[src/rtl/if_stage.sv]
// ---------------------------------------------------------------------------
// if_stage -- instruction-fetch stage of the 5-stage LoongArch pipeline.
//
// Holds the PC and reads a synchronous instruction SRAM with a 1-cycle
// latency. It hands {inst, pc} to ID over a valid/allowin handshake and
// applies taken-branch redirects that come back from ID. A one-entry skid
// buffer keeps the returned SRAM word while ID stalls, so the word is not lost
// when the SRAM read data later changes.
//
// Ports:
//   clk, resetn         rising-edge clock, asynchronous active-low reset
//   id_allowin          ID can accept an instruction this cycle
//   if_to_id_valid      if_reg carries a valid instruction for ID
//   if_reg[63:0]        {inst[63:32], pc[31:0]}
//   branch_reg[32:0]    {br_taken, br_target} from ID
//   br_taken_cancel     ID commits a taken branch: flush IF and redirect
//   inst_sram_*         synchronous SRAM read port (we/wdata tied off)
//   fetch_cnt/flush_cnt perf counters (only with IF_PERF_CNT_EN defined)
//
// Optional feature: define IF_PERF_CNT_EN to add fetch_cnt and flush_cnt.
// ---------------------------------------------------------------------------
module if_stage #(
  parameter logic [31:0] RESET_PC = 32'h1c000000
) (
  input  logic        clk,
  input  logic        resetn,
  input  logic        id_allowin,
  output logic        if_to_id_valid,
  output logic [63:0] if_reg,
  input  logic [32:0] branch_reg,
  input  logic        br_taken_cancel,
  output logic        inst_sram_en,
  output logic [3:0]  inst_sram_we,
  output logic [31:0] inst_sram_addr,
  output logic [31:0] inst_sram_wdata,
  input  logic [31:0] inst_sram_rdata
`ifdef IF_PERF_CNT_EN
  ,
  output logic [31:0] fetch_cnt,
  output logic [31:0] flush_cnt
`endif
);

  localparam logic IF_READY_GO = 1'b1;

  logic [31:0] pc_q, pc_d;
  logic        if_valid_q, if_valid_d;
  logic        buf_valid_q, buf_valid_d;
  logic [31:0] inst_buf_q, inst_buf_d;
  logic        br_pending_q, br_pending_d;
  logic [31:0] pending_target_q, pending_target_d;
  logic        rdata_fresh_q, rdata_fresh_d;
  logic        resetn_released_q;

  logic        if_allowin;
  logic        transfer;
  logic        redirect;
  logic        fetch;
  logic [31:0] br_target;
  logic [31:0] nextpc;

  assign br_target  = branch_reg[31:0];
  assign if_allowin = !if_valid_q | (id_allowin & IF_READY_GO);
  // br_taken alone is not trusted: rj may be stale during a hazard, so only a
  // committed cancel from ID redirects.
  assign redirect   = br_taken_cancel & branch_reg[32];
  assign transfer   = if_to_id_valid & id_allowin;
  // Holding off the first read until a clock after reset release keeps the
  // SRAM enable away from the asynchronous deassertion edge.
  assign fetch      = resetn_released_q & if_allowin;

  assign nextpc = redirect     ? br_target        :
                  br_pending_q ? pending_target_q :
                                 pc_q + 32'd4;

  assign if_to_id_valid  = if_valid_q & ~br_taken_cancel;
  assign if_reg          = {(buf_valid_q ? inst_buf_q : inst_sram_rdata), pc_q};
  assign inst_sram_en    = fetch;
  assign inst_sram_addr  = nextpc;
  assign inst_sram_we    = 4'h0;
  assign inst_sram_wdata = 32'h0;

  // NOTE: every *_d gets a default first so no path leaves it unassigned and
  // no latch is inferred.
  always_comb begin
    pc_d             = pc_q;
    if_valid_d       = if_valid_q;
    buf_valid_d      = buf_valid_q;
    inst_buf_d       = inst_buf_q;
    br_pending_d     = br_pending_q;
    pending_target_d = pending_target_q;
    rdata_fresh_d    = 1'b0;

    if (fetch) begin
      pc_d          = nextpc;
      if_valid_d    = 1'b1;
      rdata_fresh_d = 1'b1;
      br_pending_d  = 1'b0;
      buf_valid_d   = 1'b0;
    end else if (redirect) begin
      // IF is full and stalled: kill the wrong-path instruction and remember
      // where to go once a fetch slot opens.
      if_valid_d       = 1'b0;
      br_pending_d     = 1'b1;
      pending_target_d = br_target;
      buf_valid_d      = 1'b0;
    end else if (transfer) begin
      buf_valid_d = 1'b0;
    end else if (rdata_fresh_q & if_valid_q) begin
      // Last cycle's read data is only on the SRAM port now; keep it.
      inst_buf_d  = inst_sram_rdata;
      buf_valid_d = 1'b1;
    end
  end

  // NOTE: state registers use non-blocking assignments so every flop samples
  // the pre-edge values, independent of statement order.
  always_ff @(posedge clk or negedge resetn) begin
    if (!resetn) begin
      pc_q              <= RESET_PC - 32'd4;
      if_valid_q        <= 1'b0;
      buf_valid_q       <= 1'b0;
      inst_buf_q        <= 32'h0;
      br_pending_q      <= 1'b0;
      pending_target_q  <= 32'h0;
      rdata_fresh_q     <= 1'b0;
      resetn_released_q <= 1'b0;
    end else begin
      pc_q              <= pc_d;
      if_valid_q        <= if_valid_d;
      buf_valid_q       <= buf_valid_d;
      inst_buf_q        <= inst_buf_d;
      br_pending_q      <= br_pending_d;
      pending_target_q  <= pending_target_d;
      rdata_fresh_q     <= rdata_fresh_d;
      resetn_released_q <= 1'b1;
    end
  end

`ifdef IF_PERF_CNT_EN
  logic [31:0] fetch_cnt_q;
  logic [31:0] flush_cnt_q;

  always_ff @(posedge clk or negedge resetn) begin
    if (!resetn) begin
      fetch_cnt_q <= 32'h0;
      flush_cnt_q <= 32'h0;
    end else begin
      if (fetch)    fetch_cnt_q <= fetch_cnt_q + 32'd1;
      if (redirect) flush_cnt_q <= flush_cnt_q + 32'd1;
    end
  end

  assign fetch_cnt = fetch_cnt_q;
  assign flush_cnt = flush_cnt_q;
`endif

endmodule

[config.mk]
export PLATFORM = sky130hd
export DESIGN_NAME = if_stage
export DESIGN_NICKNAME = d
export VERILOG_FILES = /design/src/rtl/if_stage.sv
export SDC_FILE = /design/constraint.sdc
export NUM_CORES = 1
export LEC_CHECK = 0
export ABC_CLOCK_PERIOD_IN_PS = 5500
export CAP_MARGIN = 20
export CORE_UTILIZATION = 35
export DETAILED_ROUTE_END_ITERATION = 12
export PLACE_DENSITY = 0.62
export SETUP_SLACK_MARGIN = 0.2
export SLEW_MARGIN = 20
export SYNTH_ARGS = -nofsm -noshare
export SYNTH_HDL_FRONTEND = slang
export SYNTH_SLANG_ARGS = --single-unit
[constraint.sdc]
create_clock -name clk -period 5.5 [get_ports clk]
set_input_delay 0.825 -clock clk [delete_from_list [all_inputs] [get_ports clk]]
set_output_delay 0.825 -clock clk [all_outputs]
set_load 0.1 [all_outputs]
# Word-level counts from Yosys, hierarchy flattened
# Index checks and enable logic that the tools add are counted.
# word_totals
elab_cells,36
latchBits,0
romBits,0
output_inout_bits,134
memories,0
regBits,101
inputBits,69
mem_bits_rw,0
# classes
order_cmp,0
reduce_logical,5
n_mux,12
addsub,1
n_eq_ne,0
mul,0
n_div,0
shift,0
bitwise,10
# op_table
op,n
$mux 32,3
$add 32x3->32 const B,1
$mux 1,9
$and 1x1->1,5
$not 1->1,4
$reduce_and 4->1,1
$reduce_bool 4->1,1
$reduce_and 2->1,1
$reduce_bool 2->1,1
$logic_not 1->1,1
$or 1x1->1,1

# Depth between registers and ports, before layout
# Gate-level depths: netlist (run 1).
# logic_depth
word_depth,6
depth_mapped,7
mapped_depth_nobuf,6

# Least setup slack after synthesis (run 1)
# Ideal clock, no wire load.
# synth_path
path_kind,flip-flop to output port
startpoint,reg pc_q[2]
endpoint,out inst_sram_addr[16]
t_arrival_ns,4.192
stages_incl_launch_ff,7
required_time_ns,4.675
slack_ns,0.483
n_path_buf,0
cell_sequence,dfstp_2 ha_1 inv_2 nor4_2 nand3_1 xnor2_1 o21ai_0
# synth_between
elab_chain_cells,3
# synth_rtl
element,line,text
start: declaration,46,"logic [31:0] pc_q, pc_d;"
start signal: assignment,120,pc_q <= RESET_PC - 32'd4;
start signal: assignment,129,pc_q <= pc_d;
$add 32x3->32,74,pc_q + 32'd4;
$mux 32,73,br_pending_q ? pending_target_q :
$mux 32,72,assign nextpc = redirect ? br_target :
end: declaration,34,"output logic [31:0] inst_sram_addr,"
# No other way between the ends.

# Worst setup path in the final report (run 1)
# layout_path
startpoint,in br_taken_cancel
endpoint,out inst_sram_addr[18]
# layout_between
elab_chain_cells,2
# layout_rtl
element,line,text
start: declaration,31,"input logic br_taken_cancel,"
$and 1x1->1,66,assign redirect = br_taken_cancel & branch_reg[32];
$mux 32,72,
# No other way between the ends.

==> metrics.txt, run 1 <==
Simple-Gate Fraction of Synth Area=12.2%; post-synthesis adder-cell area fraction=0.211%; IR Drop Worst-Case VDD=approximately 280 uV; DRT met1 WL=7.13 mm; number of hold violations in the final report=0; Floorplan Core Area=0.0166 mm^2; worst slack, placed=1.52 ns; cell repeated most along the worst path=buf_4; Worst Setup End Kind=primary output; synthesized instance count=578; Ports=203; first-pass GRT wire length=27.5 mm; number of warnings issued by yosys=0; share of final-layout standard cells stronger than drive strength 1=27.3%; clock tree buffer depth=2; parity-gate share of the synthesized area counting xor and xnor cells=under 10%; fraction of the cycle the final worst path needs=72.5%; via count of the first global-routing pass=5156; hold_buf cts=0; detailed placement HPWL=12.0 mm; post-CTS setup buffers=0; summed instance area of the synthesized netlist=0.00594 mm^2; wire length on met2=8.33 mm; Top delay family on crit path=buffers and inverters; mean instance size in the synthesized netlist=about 10 um^2; final cell utilization of the core=approximately half; slowest library cell on the worst path=clkdlybuf4s50_1; H-tree levels=3; pin count of the biggest net entering global routing=54; startpoint class of the critical path=primary input; count of input and output buffers=166; data required time of the worst path=4.68 ns; WL met3=1.41 mm; share of the synthesized area in compound gates (AO/OA/AOI/OAI)=between 10 and 15%; number of fill cells in the layout=1522; remaining routing DRC violations=0; placed instance area=~0.0076 mm^2; top library cells by usage in the layout, fill and taps aside=clkdlybuf4s50_1, mux2_2, dfrtp_1; Leak=roughly 3.2 nW; class of the most critical setup path=primary input to primary output; Critical R2R Launch=pc_q[2]$_DFFE_PN1P_; final setup violation count=0; number of library cell types mapped by synthesis=43; Critical Path, Cell by Cell=clkdlybuf4s50_1 -> and2_1 -> buf_4 -> or3_1 -> o21ai_0 -> a31oi_1 -> buf_4; power per standard cell area=568 mW/mm^2; detailed-route wire length per cell=approximately 18 um; Crit. Startpoint=br_taken_cancel; Crit Path Max Fanout=33; Period minus WS final=3.99 ns; initial core utilization=between 30% and 40%; top layer used by detailed routing=met4; worst relative slew slack=a little under a third; leftover overflow at the end of global routing=0; aggregate negative setup slack=0 ns; max-cap viol count=0; Site Rows=47; result of the run=finished clean; final RePlAce weighted congestion=approximately 0.77; Arrival @ worst endpoint=3.16 ns; final WL=approximately 17 mm; Reg clk slew, reported paths=0.07 ns; die extent in x=132 um; number of pins exceeding their max-slew limit in the final report=0; Hold/Removal Path Class=flop to flop; vias after detailed routing=4932; post-route standard cell area excluding fillers=slightly above 0.008 mm^2; Critical Path Max Stage Delay=between 0.5 and 0.6 ns; maximum clock skew at final layout=0.00914 ns; initial antenna violation count=0; die height=132 um; multiplexer share of the synthesized area=between 20% and 30%; Final nets=802; initial DRC count=between 300 and 400; die area=0.0175 mm^2; startpoint of the worst hold path=pc_q[3]$_DFFE_PN1P_; CTS tree=yes; global-route usage over all layers=between 15 and 20%; n_diodes=0; setup slack of the critical path after layout=1.51 ns; commonest non-fill, non-tap cell in the layout=clkdlybuf4s50_1; Bufs and invs on worst path=3; later-pin clock latency in the skew report=0.36 ns; antenna violation net count after detailed routing=0; clock buffer count from CTS=9; proportion of synthesized chip area in sequential cells=between 40% and 50%; root buf cell=clkbuf_16; RSZ-0062 raised after global routing=no; area added between synthesis and finish=35.4%; post-cts gate resize count=0; count of state elements after synthesis=between 100 and 150; dominant combinational cell family by area after synthesis=multiplexers; via density per instance=a little over 5; Achievable Freq=~250 MHz; 1st-pass router iterations=4; sink count of the clock tree=101; worst-margin pin slew=approximately 1.0 ns
[tightest hold or removal path, stage by stage (launching register included)]
cell     delay (ns)
dfstp_2        0.39
nand2_1        0.06
nand2_1        0.05
[Yosys cell counts (all sizes together)]
library cell	number	area share, %
and3	21	2.2
and4	5	0.74
dfstp	26	11
and2	1	0.11
nand4	9	1.2
a21boi	3	0.38
nor4	6	0.84
a2bb2oi	7	1.0
buf	43	5.1
conb	2	0.13
xnor2	17	2.5
ha	1	0.21
a22o	2	0.29
or4	1	0.19
o31a	6	0.88
o2bb2ai	2	0.29
xor2	6	0.88
o21ai	42	3.5
mux2	107	20
o21bai	6	0.76
nor2	17	1.1
inv	13	0.82
dfrtp	75	32
o31ai	2	0.25
a21oi	45	3.8
a2111oi	2	0.29
nand2	36	2.3
or3	10	1.1
o22ai	5	0.53
o41ai	1	0.15
nand3	15	1.3
a31oi	3	0.32
clkbuf	24	1.5
mux2i	5	0.84
nor3b	3	0.38
nor3	9	0.76
[routing by layer]
layer	vias up	track usage [%]
met5	-	0
met4	0	5.62
met3	17	6.34
met2	204	34.4
met1	2388	23.9
li1	2323	-
[sequential cells by signal, summed over array words and instances, names as in the netlist]
signal	cells
resetn_released_q	1
br_pending_q	1
if_valid_q	1
pc_q	32
buf_valid_q	1
pending_target_q	32
rdata_fresh_q	1
inst_buf_q	32
[layout make-up]
class	count	area (um^2)	share of cell area [%]
clock buffer	9	225	2.80
timing repair buffer	175	1660	20.7
sequential	101	2560	31.8
multi-input combinational	432	3090	38.4
tap	220	275	3.42
clock inverter	7	185	2.30
inverter	13	48.8	0.607
[through the flow]
stage | hold slack, ns | instances | power, mW
floorplan | 0.473 | 613 | 3.18
global placement | 0.481 | 940 | 3.67
detailed placement | 0.487 | 940 | 3.70
CTS | 0.499 | 956 | 4.59
global route | 0.516 | 957 | 4.74
finish | 0.495 | 957 | 4.57
[kinds of logic (layout without fill, tap and decap cells)]
| logic type | Yosys count | after routing |
|---|---|---|
| AO/OA/AOI/OAI | 126 | 126 |
| XOR/XNOR | 23 | 23 |
| adder cells (fa/ha/maj) | 1 | 1 |
| buffers and inverters | 80 | 204 |
| flip-flops | 101 | 101 |
| multiplexers | 112 | 112 |
| other | 2 | 37 |
| AND/OR/NAND/NOR | 133 | 133 |
[final timing paths]
check                           cells past startpoint                         to  slack [ns]
max in group asynchronous                           2    buf_valid_q$_DFFE_PN0P_        3.76
min in group asynchronous                           1  inst_buf_q[2]$_DFFE_PN0P_        0.52
worst min-delay path                                2        pc_q[3]$_DFFE_PN1P_        0.49
worst max-delay path                                7         inst_sram_addr[18]        1.51
worst min register to register                      2        pc_q[3]$_DFFE_PN1P_        0.49
worst max register to register                      6       pc_q[18]$_DFFE_PN1P_        2.98
[power by group]
part           internal, mW  switching, mW
Clock                 0.582          0.293
Sequential             1.01          0.227
Combinational         0.620           1.84
Power figures use the tool's default switching activity.
==> run 2: changes to the inputs <==
ABC_CLOCK_PERIOD_IN_PS = 3350   (was 5500)
PLACE_DENSITY = 0.65   (was 0.62)
clock period = 3.35 ns   (was 5.5 ns; I/O delays follow)
==> run 2 against run 1 <==
Compared with the run above:
- sequential share of layout area shrank 1.7 points
- flip-flop and latch count is the same
- routed wire length about the same
- cell area is 7.3% higher
- critical path type is now flop to primary output
- utilization up 3.5 points
- sequential power rose by 67%
- largest power group unchanged
- cell count is 1.5% higher
==> metrics.txt, run 2 (synthesis results as in run 1) <==
result of the run=finished clean; remaining routing DRC violations=0; initial antenna violation count=0; count of input and output buffers=166; Switching Fraction=a little over half; Leak=about 3.6 nW; maximum clock skew at final layout=0.00896 ns; commonest non-fill, non-tap cell in the layout=mux2_2; Reg clk slew, reported paths=0.07 ns; Final nets=816; worst-margin pin slew=approximately 1.0 ns; global-route usage over all layers=19.7%; class of the most critical setup path=flop to primary output; Critical R2R Launch=pc_q[2]$_DFFE_PN1P_; clock tree buffer depth=2; number of fill cells in the layout=1486; Clk network pwr share=roughly 14%; number of pins exceeding their max-slew limit in the final report=0; worst relative slew slack=32.3%; Site Rows=47; R2R setup slack=roughly 0.96 ns; Ports=203; Crit Path Max Fanout=6; final setup violation count=0; leftover overflow at the end of global routing=0; detailed-route wire length per cell=around 18 um; vias after detailed routing=5080; Floorplan Core Area=0.0166 mm^2; startpoint class of the critical path=flop; RSZ-0062 raised after global routing=yes; antenna violation net count after detailed routing=0; n_diodes=0; endpoint of the most critical register-to-register path=pc_q[18]$_DFFE_PN1P_; 1st-pass router iterations=4; H-tree levels=3; aggregate negative setup slack=0 ns; final RePlAce weighted congestion=0.832; register area=0.00260 mm^2; largest registers=inst_buf_q x32, pc_q x32, pending_target_q x32; Arrival @ worst endpoint=2.64 ns; Achievable Freq=roughly 320 MHz; area of the multi-input gates=0.00337 mm^2; initial core utilization=between 30 and 40%; CTS tree=yes; reg2reg path depth=6; worst hold slack=roughly 0.19 ns; Power, Total=7.69 mW; DP Cell Count=948; first-pass GRT wire length=27.3 mm; share of final-layout standard cells stronger than drive strength 1=approximately two fifths; pin count of the biggest net entering global routing=77; IR Drop Worst-Case VDD=481 uV; via density per instance=5.23; root buf cell=clkbuf_16; fraction of the cycle the final worst path needs=93.7%; clock buffer count from CTS=9; fin cells=about 1000; Period minus WS final=3.14 ns; die height=132 um; data required time of the worst path=approximately 2.9 ns; Worst Setup End Kind=primary output; combinational power share=59.0%; net switching component of the power=a little over 4 mW; later-pin clock latency in the skew report=0.36 ns; sink count of the clock tree=roughly 100; final WL=~17 mm; die area=0.0175 mm^2; detailed placement HPWL=~12 mm; max-cap viol count=0; power per standard cell area=891 mW/mm^2; top library cells by usage in the layout, fill and taps aside=mux2_2, buf_4, dfrtp_1; number of hold violations in the final report=0; sequential group share of total power=between 20% and 30%; via count of the first global-routing pass=5176; die extent in x=132 um; Int Power=between 3 and 4 mW; area added between synthesis and finish=45.2%; hold_buf cts=0; initial DRC count=246; Hold/Removal Path Class=primary input to asynchronous set/reset pin
## run 2: worst max path at each step
stage / from / end / cells past startpoint
3_5_place_dp: br_taken_cancel / inst_sram_addr[20] / 7
4_1_cts: pc_q[7]$_DFFE_PN1P_ / inst_sram_addr[18] / 5
5_1_grt: pc_q[2]$_DFFE_PN1P_ / inst_sram_addr[30] / 7
3_3_place_gp: br_taken_cancel / inst_sram_addr[20] / 7
2_1_floorplan: br_taken_cancel / inst_sram_addr[0] / 4
6_report: pc_q[2]$_DFFE_PN1P_ / inst_sram_addr[18] / 6
## run 2: worst max-delay path, stage by stage (launching register included)
cell,delay [ns]
dfstp_4,0.66
ha_4,0.17
inv_4,0.05
or4_4,0.61
or3_4,0.37
a31oi_4,0.20
buf_12,0.21
## run 2: area by class of cell
type	count	area share, %
Clock buffer	9	2.61
Clock inverter	7	0.957
Inverter	13	0.594
Multi-Input combinational cell	432	39.1
Sequential cell	101	30.1
Tap cell	220	3.19
Timing Repair Buffer	189	23.4
## run 2: timing repair
item / CTS / global route
cloned: 0 / 0
pin swaps: 3 / 6
setup buffers: 2 / 5
hold endpoints to repair: 0 / 0
endpoints found under the setup margin: 6 / 5
gates resized for setup: 5 / 3
## run 2: through the flow
stage	util (%)	setup WS, ns	area, um^2
floorplan	-	-0.406	6370
global placement	49.6	0.418	8220
detailed placement	49.6	0.406	8220
CTS	51.7	0.202	8570
global route	52.0	0.164	8630
finish	52.0	0.209	8630
## run 2: power groups by stage
| stage | sequential [mW] | clock (mW) | combinational [mW] |
|---|---|---|---|
| after global routing | 2.10 | 1.18 | 4.70 |
| after CTS | 2.04 | 1.13 | 4.53 |
| after floorplan | 2.96 | 0 | 2.46 |
| final | 2.05 | 1.10 | 4.54 |
| after detailed placement | 2.06 | 0 | 4.50 |
| after global placement | 2.04 | 0 | 4.46 |
## run 2: metal layers
layer	track usage [%]	up-vias	part of all wire (%)
met5	0	-	0
li1	-	2350	-
met2	32.4	234	47
met1	24.4	2464	42
met3	5.92	32	8.1
met4	7.66	0	2.4
==> run 3: changes to the inputs <==
CTS_BUF_LIST = sky130_fd_sc_hd__clkbuf_4 sky130_fd_sc_hd__clkbuf_8   (was unset)
==> run 3 against run 2 <==
Compared with the run above:
- first-iteration DRC count up 19%
- clock-buffer cell count unchanged
- sequential power barely moved
- combinational power barely moved
- global-route usage grew 0.10 points
- fmax decreased by 0.47%
==> metrics.txt, run 3 (synthesis results as in run 1) <==
Worst Setup End Kind=primary output; n_diodes=0; antenna violation net count after detailed routing=0; initial antenna violation count=0; Crit Path Max Fanout=5; worst hold slack=0.125 ns; CTS tree=yes; initial core utilization=35.8%; commonest non-fill, non-tap cell in the layout=mux2_2; Reg clk slew, reported paths=0.11 ns; via count of the first global-routing pass=5212; Ports=203; clock tree buffer depth=2; H-tree levels=3; vias after detailed routing=slightly above 5000; maximum clock skew at final layout=between 0.01 and 0.015 ns; final setup violation count=0; fin cells=969; Leak=3.53 nW; remaining routing DRC violations=0; global-route usage over all layers=19.8%; DP Cell Count=948; Floorplan Core Area=roughly 0.017 mm^2; detailed-route wire length per cell=17.7 um; IR Drop Worst-Case VDD=around 470 uV; Hold/Removal Path Class=primary input to asynchronous set/reset pin; die extent in x=132 um; data required time of the worst path=2.85 ns; count of input and output buffers=166; worst-margin pin slew=between 1 and 1.5 ns; Achievable Freq=317 MHz; largest registers=inst_buf_q x32, pc_q x32, pending_target_q x32; fraction of the cycle the final worst path needs=94.2%; RSZ-0062 raised after global routing=yes; top library cells by usage in the layout, fill and taps aside=mux2_2, buf_4, dfrtp_1; final RePlAce weighted congestion=0.832; via density per instance=approximately 5.2; leftover overflow at the end of global routing=0; number of hold violations in the final report=0; first-pass GRT wire length=27.3 mm; share of final-layout standard cells stronger than drive strength 1=41.5%; Period minus WS final=~3.2 ns; max-cap viol count=0; detailed placement HPWL=12.4 mm; later-pin clock latency in the skew report=about 0.4 ns; power per standard cell area=between 800 and 900 mW/mm^2; Arrival @ worst endpoint=2.65 ns; root buf cell=clkbuf_8; clock buffer count from CTS=9; startpoint class of the critical path=flop; number of pins exceeding their max-slew limit in the final report=0; Power, Total=between 7 and 8 mW; 1st-pass router iterations=4; result of the run=finished clean; Final nets=814; area added between synthesis and finish=43.3%; Site Rows=47; initial DRC count=293; die height=~130 um; sink count of the clock tree=101; class of the most critical setup path=flop to primary output; final WL=17.1 mm; die area=0.0175 mm^2; pin count of the biggest net entering global routing=slightly below 80; worst relative slew slack=32.8%
[run 3: changes by cell type in the layout (fill, tap and decap cells not counted), sizes merged]
cell  change
buf       -2
[run 3: through the flow]
step | cell area [um^2] | utilization [%] | setup slack [ns] | TNS (ns)
2_1_floorplan | 6370 | - | -0.406 | -1.20
3_3_place_gp | 8220 | 49.6 | 0.418 | 0
4_1_cts | 8500 | 51.2 | 0.200 | 0
5_1_grt | 8520 | 51.4 | 0.140 | 0
3_5_place_dp | 8220 | 49.6 | 0.406 | 0
6_report | 8520 | 51.4 | 0.195 | 0
[run 3: cell type report]
| class | count | area, um^2 |
|---|---|---|
| Multi-Input combinational cell | 432 | 3380 |
| Timing Repair Buffer | 187 | 2010 |
| Sequential cell | 101 | 2600 |
| Inverter | 13 | 48.8 |
| Tap cell | 220 | 275 |
| Clock buffer | 9 | 124 |
| Fill cell | 1490 | 8070 |
| Clock inverter | 7 | 82.6 |
[run 3: worst paths after layout]
path,from,endpoint,slack (ns),cells after the start
max,pc_q[6]$_DFFE_PN1P_,inst_sram_addr[18],0.19,5
min,resetn,pending_target_q[24]$_DFFE_PN0P_,0.12,1
min in group clk,pending_target_q[13]$_DFFE_PN0P_,pending_target_q[13]$_DFFE_PN0P_,0.51,1
max reg2reg,pc_q[6]$_DFFE_PN1P_,pc_q[18]$_DFFE_PN1P_,1.01,5
max in group asynchronous,resetn,pc_q[23]$_DFFE_PN1P_,2.45,2
min reg2reg,pending_target_q[13]$_DFFE_PN0P_,pending_target_q[13]$_DFFE_PN0P_,0.51,1
[run 3: critical path, cell delays in order, from the launching register on]
cell	delay, ns
dfstp_4	0.64
nand4_4	0.15
or4_4	0.65
or3_4	0.37
a31oi_4	0.24
buf_12	0.21
[run 3: power by group]
part	total, mW	leakage [nW]	internal, mW	switching [mW]
clock network	0.846	0.106	0.358	0.488
registers	2.02	1.17	1.68	0.341
logic	4.56	2.26	1.33	3.23
[run 3: repair_timing]
item	CTS	global route
resized for setup	5	3
setup endpoints to repair	8	8
setup buffers	5	0
hold buffers	0	0
pin swaps	5	0
[run 3: per-layer routing]
metal | vias up | share of wire, % | GRT usage [%]
li1 | 2349 | - | -
met1 | 2444 | 41 | 24.4
met2 | 224 | 48 | 32.8
met3 | 27 | 8.4 | 5.65
met4 | 0 | 2.1 | 8.11
met5 | - | 0 | 0
